[config.mk]
export PLATFORM = sky130hd
export DESIGN_NAME = bundle_arbiter
export DESIGN_NICKNAME = d
export VERILOG_FILES = /design/src/rtl/bundle_arbiter_pkg.sv /design/src/rtl/bundle_arbiter_rr_pick.sv /design/src/rtl/bundle_arbiter.sv
export SDC_FILE = /design/constraint.sdc
export NUM_CORES = 1
export LEC_CHECK = 0
export BUFFER_PORTS_ARGS = -buffer_cell sky130_fd_sc_hd__buf_2
export CORE_MARGIN = 3
export CORE_UTILIZATION = 40
export DETAILED_ROUTE_END_ITERATION = 8
export GPL_TIMING_DRIVEN = 0
export MAX_ROUTING_LAYER = met4
export PLACE_DENSITY_LB_ADDON = 0.2
export SYNTH_ARGS = -nofsm -noshare
export SYNTH_HDL_FRONTEND = slang
export SYNTH_SLANG_ARGS = --single-unit
[constraint.sdc]
create_clock -name clock -period 2.87 [get_ports clock]
set_input_delay 0.4305 -clock clock [delete_from_list [all_inputs] [get_ports clock]]
set_output_delay 0.4305 -clock clock [all_outputs]
set_load 0.01 [all_outputs]
[src/rtl/bundle_arbiter_pkg.sv]
// ---------------------------------------------------------------------------
// bundle_arb_pkg
//
// Shared definitions for the bundle_arbiter codebase slice:
//   arb_state_e  : two-state ownership FSM encoding (IDLE, OWN)
//   VEC_RESET    : all-ones reset pattern for the shared vector; the top
//                  level slices it down to its own WIDTH (WIDTH <= 64)
//   safe_clog2   : clog2-derived width helper that never returns zero, so a
//                  degenerate parameter still yields a legal 1-bit field
// ---------------------------------------------------------------------------
package bundle_arb_pkg;

    typedef enum logic {
        IDLE = 1'b0,
        OWN  = 1'b1
    } arb_state_e;

    localparam int MAX_VEC_W = 64;

    localparam logic [MAX_VEC_W-1:0] VEC_RESET = '1;

    function automatic int safe_clog2(input int n);
        return (n <= 2) ? 1 : $clog2(n);
    endfunction

endpackage

[src/rtl/bundle_arbiter_rr_pick.sv]
// ---------------------------------------------------------------------------
// rr_pick
//
// Combinational round-robin picker. Scans the request vector starting at the
// pointer position and wrapping modulo NUM_REQ; the first set bit wins.
//
// Ports:
//   i_req    in   NUM_REQ  request vector
//   i_ptr    in   PTR_W    scan start position (always < NUM_REQ)
//   o_valid  out  1        at least one request is set
//   o_winner out  PTR_W    index of the winning requester (0 when none)
// ---------------------------------------------------------------------------
module rr_pick #(
    parameter int NUM_REQ = 4,
    parameter int PTR_W   = 2
) (
    input  logic [NUM_REQ-1:0] i_req,
    input  logic [PTR_W-1:0]   i_ptr,
    output logic               o_valid,
    output logic [PTR_W-1:0]   o_winner
);

    // Walk the offsets from the farthest back to the nearest, so the
    // candidate closest to the pointer is the last one written and therefore
    // wins. The sum ptr+offset stays below 2*NUM_REQ, so a single conditional
    // subtract is enough to wrap it.
    always_comb begin
        logic [PTR_W:0]   sum;
        logic [PTR_W-1:0] cand;
        sum      = '0;
        cand     = '0;
        o_valid  = 1'b0;
        o_winner = '0;
        for (int off = NUM_REQ - 1; off >= 0; off--) begin
            sum = {1'b0, i_ptr} + (PTR_W + 1)'(off);
            if (sum >= (PTR_W + 1)'(NUM_REQ)) begin
                sum = sum - (PTR_W + 1)'(NUM_REQ);
            end
            cand = sum[PTR_W-1:0];
            if (i_req[cand]) begin
                o_valid  = 1'b1;
                o_winner = cand;
            end
        end
    end

endmodule

[src/rtl/bundle_arbiter.sv]
// ---------------------------------------------------------------------------
// bundle_arbiter
//
// Round-robin write scheduler for a shared bit-vector register. One requester
// at a time owns the vector and may write single bits for a bounded burst.
// Between consecutive owners there is always exactly one idle cycle.
//
// Optional feature macro: BUNDLE_ARBITER_PARITY_EN
//   defined   -> parity output exists and equals ^vec (combinational)
//   undefined -> parity port and logic are absent
//
// Ports:
//   clock     in   1              rising-edge clock
//   reset_n   in   1              synchronous active-low reset
//   req       in   NUM_REQ        per-requester request / write-valid
//   last      in   NUM_REQ        per-requester final-beat marker
//   wr_index  in   NUM_REQ*IDX_W  packed bit indices, slice [i*IDX_W +: IDX_W]
//   wr_data   in   NUM_REQ        per-requester bit value
//   gnt       out  NUM_REQ        registered one-hot grant
//   busy      out  1              high while a requester owns the vector
//   owner     out  OWN_W          current or most recent owner
//   vec       out  WIDTH          shared vector, resets to all ones
//   parity    out  1              ^vec (only with BUNDLE_ARBITER_PARITY_EN)
// ---------------------------------------------------------------------------
module bundle_arbiter
    import bundle_arb_pkg::*;
#(
    parameter  int NUM_REQ   = 4,
    parameter  int WIDTH     = 4,
    parameter  int MAX_BURST = 4,
    localparam int IDX_W     = safe_clog2(WIDTH),
    localparam int OWN_W     = safe_clog2(NUM_REQ)
) (
    input  logic                     clock,
    input  logic                     reset_n,
    input  logic [NUM_REQ-1:0]       req,
    input  logic [NUM_REQ-1:0]       last,
    input  logic [NUM_REQ*IDX_W-1:0] wr_index,
    input  logic [NUM_REQ-1:0]       wr_data,
    output logic [NUM_REQ-1:0]       gnt,
    output logic                     busy,
    output logic [OWN_W-1:0]         owner,
    output logic [WIDTH-1:0]         vec
`ifdef BUNDLE_ARBITER_PARITY_EN
    ,
    output logic                     parity
`endif
);

    localparam int               CNT_W   = safe_clog2(MAX_BURST);
    localparam logic [CNT_W-1:0] CNT_TOP = CNT_W'(MAX_BURST - 1);
    localparam logic [OWN_W-1:0] OWN_TOP = OWN_W'(NUM_REQ - 1);
    localparam logic [WIDTH-1:0] VEC_INIT = VEC_RESET[WIDTH-1:0];

    arb_state_e         r_state;
    arb_state_e         w_nextState;

    logic [OWN_W-1:0]   r_ptr;
    logic [OWN_W-1:0]   r_owner;
    logic [CNT_W-1:0]   r_beatCnt;
    logic [NUM_REQ-1:0] r_gnt;
    logic               r_busy;
    logic [WIDTH-1:0]   r_vec;

    logic [OWN_W-1:0]   w_ptrNext;
    logic [OWN_W-1:0]   w_ownerNext;
    logic [CNT_W-1:0]   w_beatCntNext;
    logic [NUM_REQ-1:0] w_gntNext;
    logic               w_busyNext;
    logic [WIDTH-1:0]   w_vecNext;

    logic               w_pickValid;
    logic [OWN_W-1:0]   w_pickWinner;
    logic               w_beat;
    logic               w_release;
    logic [IDX_W-1:0]   w_ownIndex;

    rr_pick #(
        .NUM_REQ (NUM_REQ),
        .PTR_W   (OWN_W)
    ) u_rrPick (
        .i_req    (req),
        .i_ptr    (r_ptr),
        .o_valid  (w_pickValid),
        .o_winner (w_pickWinner)
    );

    // Only the current owner's index slice is ever looked at.
    assign w_ownIndex = wr_index[r_owner*IDX_W +: IDX_W];

    // State register plus every registered datapath value. Reset wins over
    // everything, so a write arriving on the same edge as reset is lost.
    always_ff @(posedge clock) begin
        if (!reset_n) begin
            r_state   <= IDLE;
            r_ptr     <= '0;
            r_owner   <= '0;
            r_beatCnt <= '0;
            r_gnt     <= '0;
            r_busy    <= 1'b0;
            r_vec     <= VEC_INIT;
        end else begin
            r_state   <= w_nextState;
            r_ptr     <= w_ptrNext;
            r_owner   <= w_ownerNext;
            r_beatCnt <= w_beatCntNext;
            r_gnt     <= w_gntNext;
            r_busy    <= w_busyNext;
            r_vec     <= w_vecNext;
        end
    end

    // Next-state logic. A beat is the owner holding both its grant and its
    // request. Ownership ends when the owner withdraws its request, or on a
    // beat that is flagged last or that fills the burst budget; when both of
    // those coincide it is still one release.
    always_comb begin
        w_nextState = r_state;
        w_beat      = 1'b0;
        w_release   = 1'b0;
        case (r_state)
            IDLE: begin
                if (w_pickValid) begin
                    w_nextState = OWN;
                end
            end
            OWN: begin
                w_beat = r_gnt[r_owner] & req[r_owner];
                if (!req[r_owner] ||
                    (w_beat && (last[r_owner] || (r_beatCnt == CNT_TOP)))) begin
                    w_release   = 1'b1;
                    w_nextState = IDLE;
                end
            end
            default: begin
                w_nextState = IDLE;
            end
        endcase
    end

    // Next values of the registered outputs and datapath. In IDLE the grant
    // is always dropped, which is what gives the one idle cycle between
    // owners. Out-of-range indices (only possible when WIDTH is not a power
    // of two) still consume a beat but leave the vector untouched.
    always_comb begin
        w_gntNext     = r_gnt;
        w_busyNext    = r_busy;
        w_ownerNext   = r_owner;
        w_ptrNext     = r_ptr;
        w_beatCntNext = r_beatCnt;
        w_vecNext     = r_vec;
        case (r_state)
            IDLE: begin
                w_gntNext  = '0;
                w_busyNext = 1'b0;
                if (w_pickValid) begin
                    w_ownerNext   = w_pickWinner;
                    w_gntNext     = NUM_REQ'(1) << w_pickWinner;
                    w_busyNext    = 1'b1;
                    w_beatCntNext = '0;
                end
            end
            OWN: begin
                if (w_beat) begin
                    if (int'(w_ownIndex) < WIDTH) begin
                        w_vecNext[w_ownIndex] = wr_data[r_owner];
                    end
                    w_beatCntNext = r_beatCnt + 1'b1;
                end
                if (w_release) begin
                    w_gntNext  = '0;
                    w_busyNext = 1'b0;
                    w_ptrNext  = (r_owner == OWN_TOP) ? '0 : r_owner + 1'b1;
                end
            end
            default: begin
                w_gntNext  = '0;
                w_busyNext = 1'b0;
            end
        endcase
    end

    assign gnt   = r_gnt;
    assign busy  = r_busy;
    assign owner = r_owner;
    assign vec   = r_vec;

`ifdef BUNDLE_ARBITER_PARITY_EN
    // Parity is a pure reduction of the stored vector, no extra latency.
    assign parity = ^r_vec;
`endif

endmodule

==> results.ini <==
[run_status]
status=finished clean

[critical_path]
cp_slowest_cell=mux4_2
required_ps=3050
cp_num_buf_inv=1
max_stage_delay_ps=560
worstSetupPathType=flop to flop
reg2reg_slack_ps=1040
cp.arrival_ps=2020
endpoint_kind=flop
critPathTopFamily=multiplexers
crit_path_cell_trace=buf_6 > mux4_2 > o221a_4 > mux2i_1 > a311o_1
crit_path_max_fanout=9
cp-start-kind=flop

[die]
fp.dieW_um=55.8
die_y_um=55.8
rows=17
start_util=0.436
die_area_sq_um=3110
io_pins=33
core_sq_um=2280

[placement]
hpwl_um=1810
post-place-ws_ps=1040
place.gp.congestion=0.847
io_buffers=31

[pwr]
leakage_uw=0.000511
powerDensity_nw_per_um2=457
irDropWorstVdd_uv=321

[sta]
period_minus_slack_ps=1830
layout_setup_ws_ps=1040
rsz0062_at_grt=no
finalCritPeriodShare=0.639
setup_tns_ps=0
drv_slew=0
final-setup-viol-count=0
finalHoldViolCount=0
worst_clock_skew_ps=0.973
worst_slew_pin_slew_ps=643
slew_headroom=0.568
max_freq_mhz=545

[clock_network]
cts_setup_buffers=0
cts_made_buffers=3
clockBufferDepth=2
cts_tree=yes
clk_latency_ps=290
ctsHoldBuffers=0
cts.reportedPaths.clkPinSlew_ps=100
cts.sinks=16
htree_num_levels=1
cts-root-buf=clkbuf_4
cts_resized=0

[yosys]
synth_warnings=0
ys_top_cells_by_area=dfxtp_1 (32%), mux4_1 (7.9%), mux2i_1 (5.0%)
synth_top_area_share=0.323
ys_seq_area_frac=0.323
syn-cell-area_sq_um=992
async_reset_ff_frac=0
avgSynthCellArea_sq_um=10.3
synth_edf_count=0
yosys_register_bits=16
synthDistinctLibCells=41
synth_flop_cell=dfxtp_1
synth_top_area_cell=dfxtp_1
synthCells=96
synth_nets=120

[run]
cap_violations=0

[cells_and_area]
drive_gt1_frac=0.389
area_delta_synth_final_pct=22.8
n_antenna_cell=0
fill_cells=231
final_nets=156

[global_route]
grt_usage=0.160
antenna_found_initial=0
grt_pass1_wl_um=3910
grt_pass1_vias=893
grt_max_degree=11
grt_overflow=0

[drt]
first_pass_iters=4
vias=894
ant_nets=0
drc=0
drtIter0Drc=16
drt-wirelength-per-cell_um=14.1
drt-total-wl_um=2250
avgViaCountPerCell=5.62

[hold_path]
min_path_type=input port to flop

[cell usage in the layout (no fill, tap or decap), types with 2 or more instances in the layout]
| master | instances |
|---|---|
| a32o_1 | 4 |
| nand2_1 | 3 |
| mux2_2 | 2 |
| nor3b_1 | 3 |
| nor2_1 | 10 |
| nor3_1 | 3 |
| ha_1 | 2 |
| a21o_1 | 2 |
| nand2b_1 | 5 |
| o21a_1 | 2 |
| clkbuf_4 | 3 |
| mux4_2 | 2 |
| dfxtp_1 | 16 |
| a21boi_0 | 2 |
| a21oi_1 | 2 |
| buf_2 | 32 |
| and3_4 | 2 |
| mux2i_1 | 5 |
| nand3_1 | 5 |
| mux4_1 | 3 |
[through the flow]
step | hold WS (ps) | power, uW | instances | utilization | instance area [sq um]
2_1_floorplan | 467 | 364 | 96 | - | 992
3_3_place_gp | 439 | 407 | 155 | 0.520 | 1180
3_5_place_dp | 442 | 412 | 155 | 0.520 | 1180
4_1_cts | 452 | 561 | 159 | 0.535 | 1220
5_1_grt | 452 | 591 | 159 | 0.535 | 1220
6_report | 453 | 557 | 159 | 0.535 | 1220
[metal layers]
layer | vias up | part of all wire | global-route usage | wire [um]
met5 | - | 0 | - | 0
met4 | 0 | 0.012 | 0.0625 | 26
met3 | 4 | 0.048 | 0.0302 | 109
met2 | 19 | 0.48 | 0.255 | 1080
met1 | 428 | 0.46 | 0.198 | 1030
li1 | 443 | - | - | -
[sequential cells by signal, indices dropped and copies added (netlist names)]
name	count
gnt	4
r_state	1
r_ptr	2
r_beatCnt	2
owner	2
vec	4
busy	1
[cell usage after synthesis, drive strengths merged (2+ instances only)]
cell,n
nor3b,3
nand2,3
mux4,5
nor3,4
a32o,4
and3,2
nand2b,5
nand3,5
inv,2
a21oi,2
a21boi,2
buf,3
nor2,10
mux2i,5
a21o,2
mux2,3
ha,2
dfxtp,16
o21a,2
[logic make-up (layout without fill, tap and decap cells)]
logic type / Yosys count / after routing / synth area share
compound gates: 20 / 20 / 0.171
fa+ha+maj: 2 / 2 / 0.0252
buf+inv: 6 / 41 / 0.0366
flops: 16 / 16 / 0.323
mux: 13 / 13 / 0.213
simple gates: 39 / 39 / 0.231
[worst paths after layout]
| check | cells after the start | end | from |
|---|---|---|---|
| setup / recovery | 5 | r_ptr[1] | owner[0] |
| hold / removal | 2 | r_state | reset_n |
| setup reg to reg | 5 | r_ptr[1] | owner[0] |
| hold reg to reg | 1 | busy | busy |
[final cells by class]
class | count | area, sq um | share of cell area
timing repair buffer | 31 | 155 | 0.127
buffer | 4 | 28.8 | 0.0236
sequential | 16 | 320 | 0.263
inverter | 2 | 7.51 | 0.00616
clock buffer | 4 | 36.3 | 0.0298
tap | 28 | 35.0 | 0.0287
multi-input combinational | 74 | 636 | 0.522
[report_power, final]
group | total [uW] | internal (uW) | switching (uW)
Sequential | 251 | 238 | 12.9
Clock | 152 | 77.2 | 74.3
Combinational | 155 | 77.0 | 78.1
Total | 557 | 392 | 165
Power figures use the tool's default switching activity.
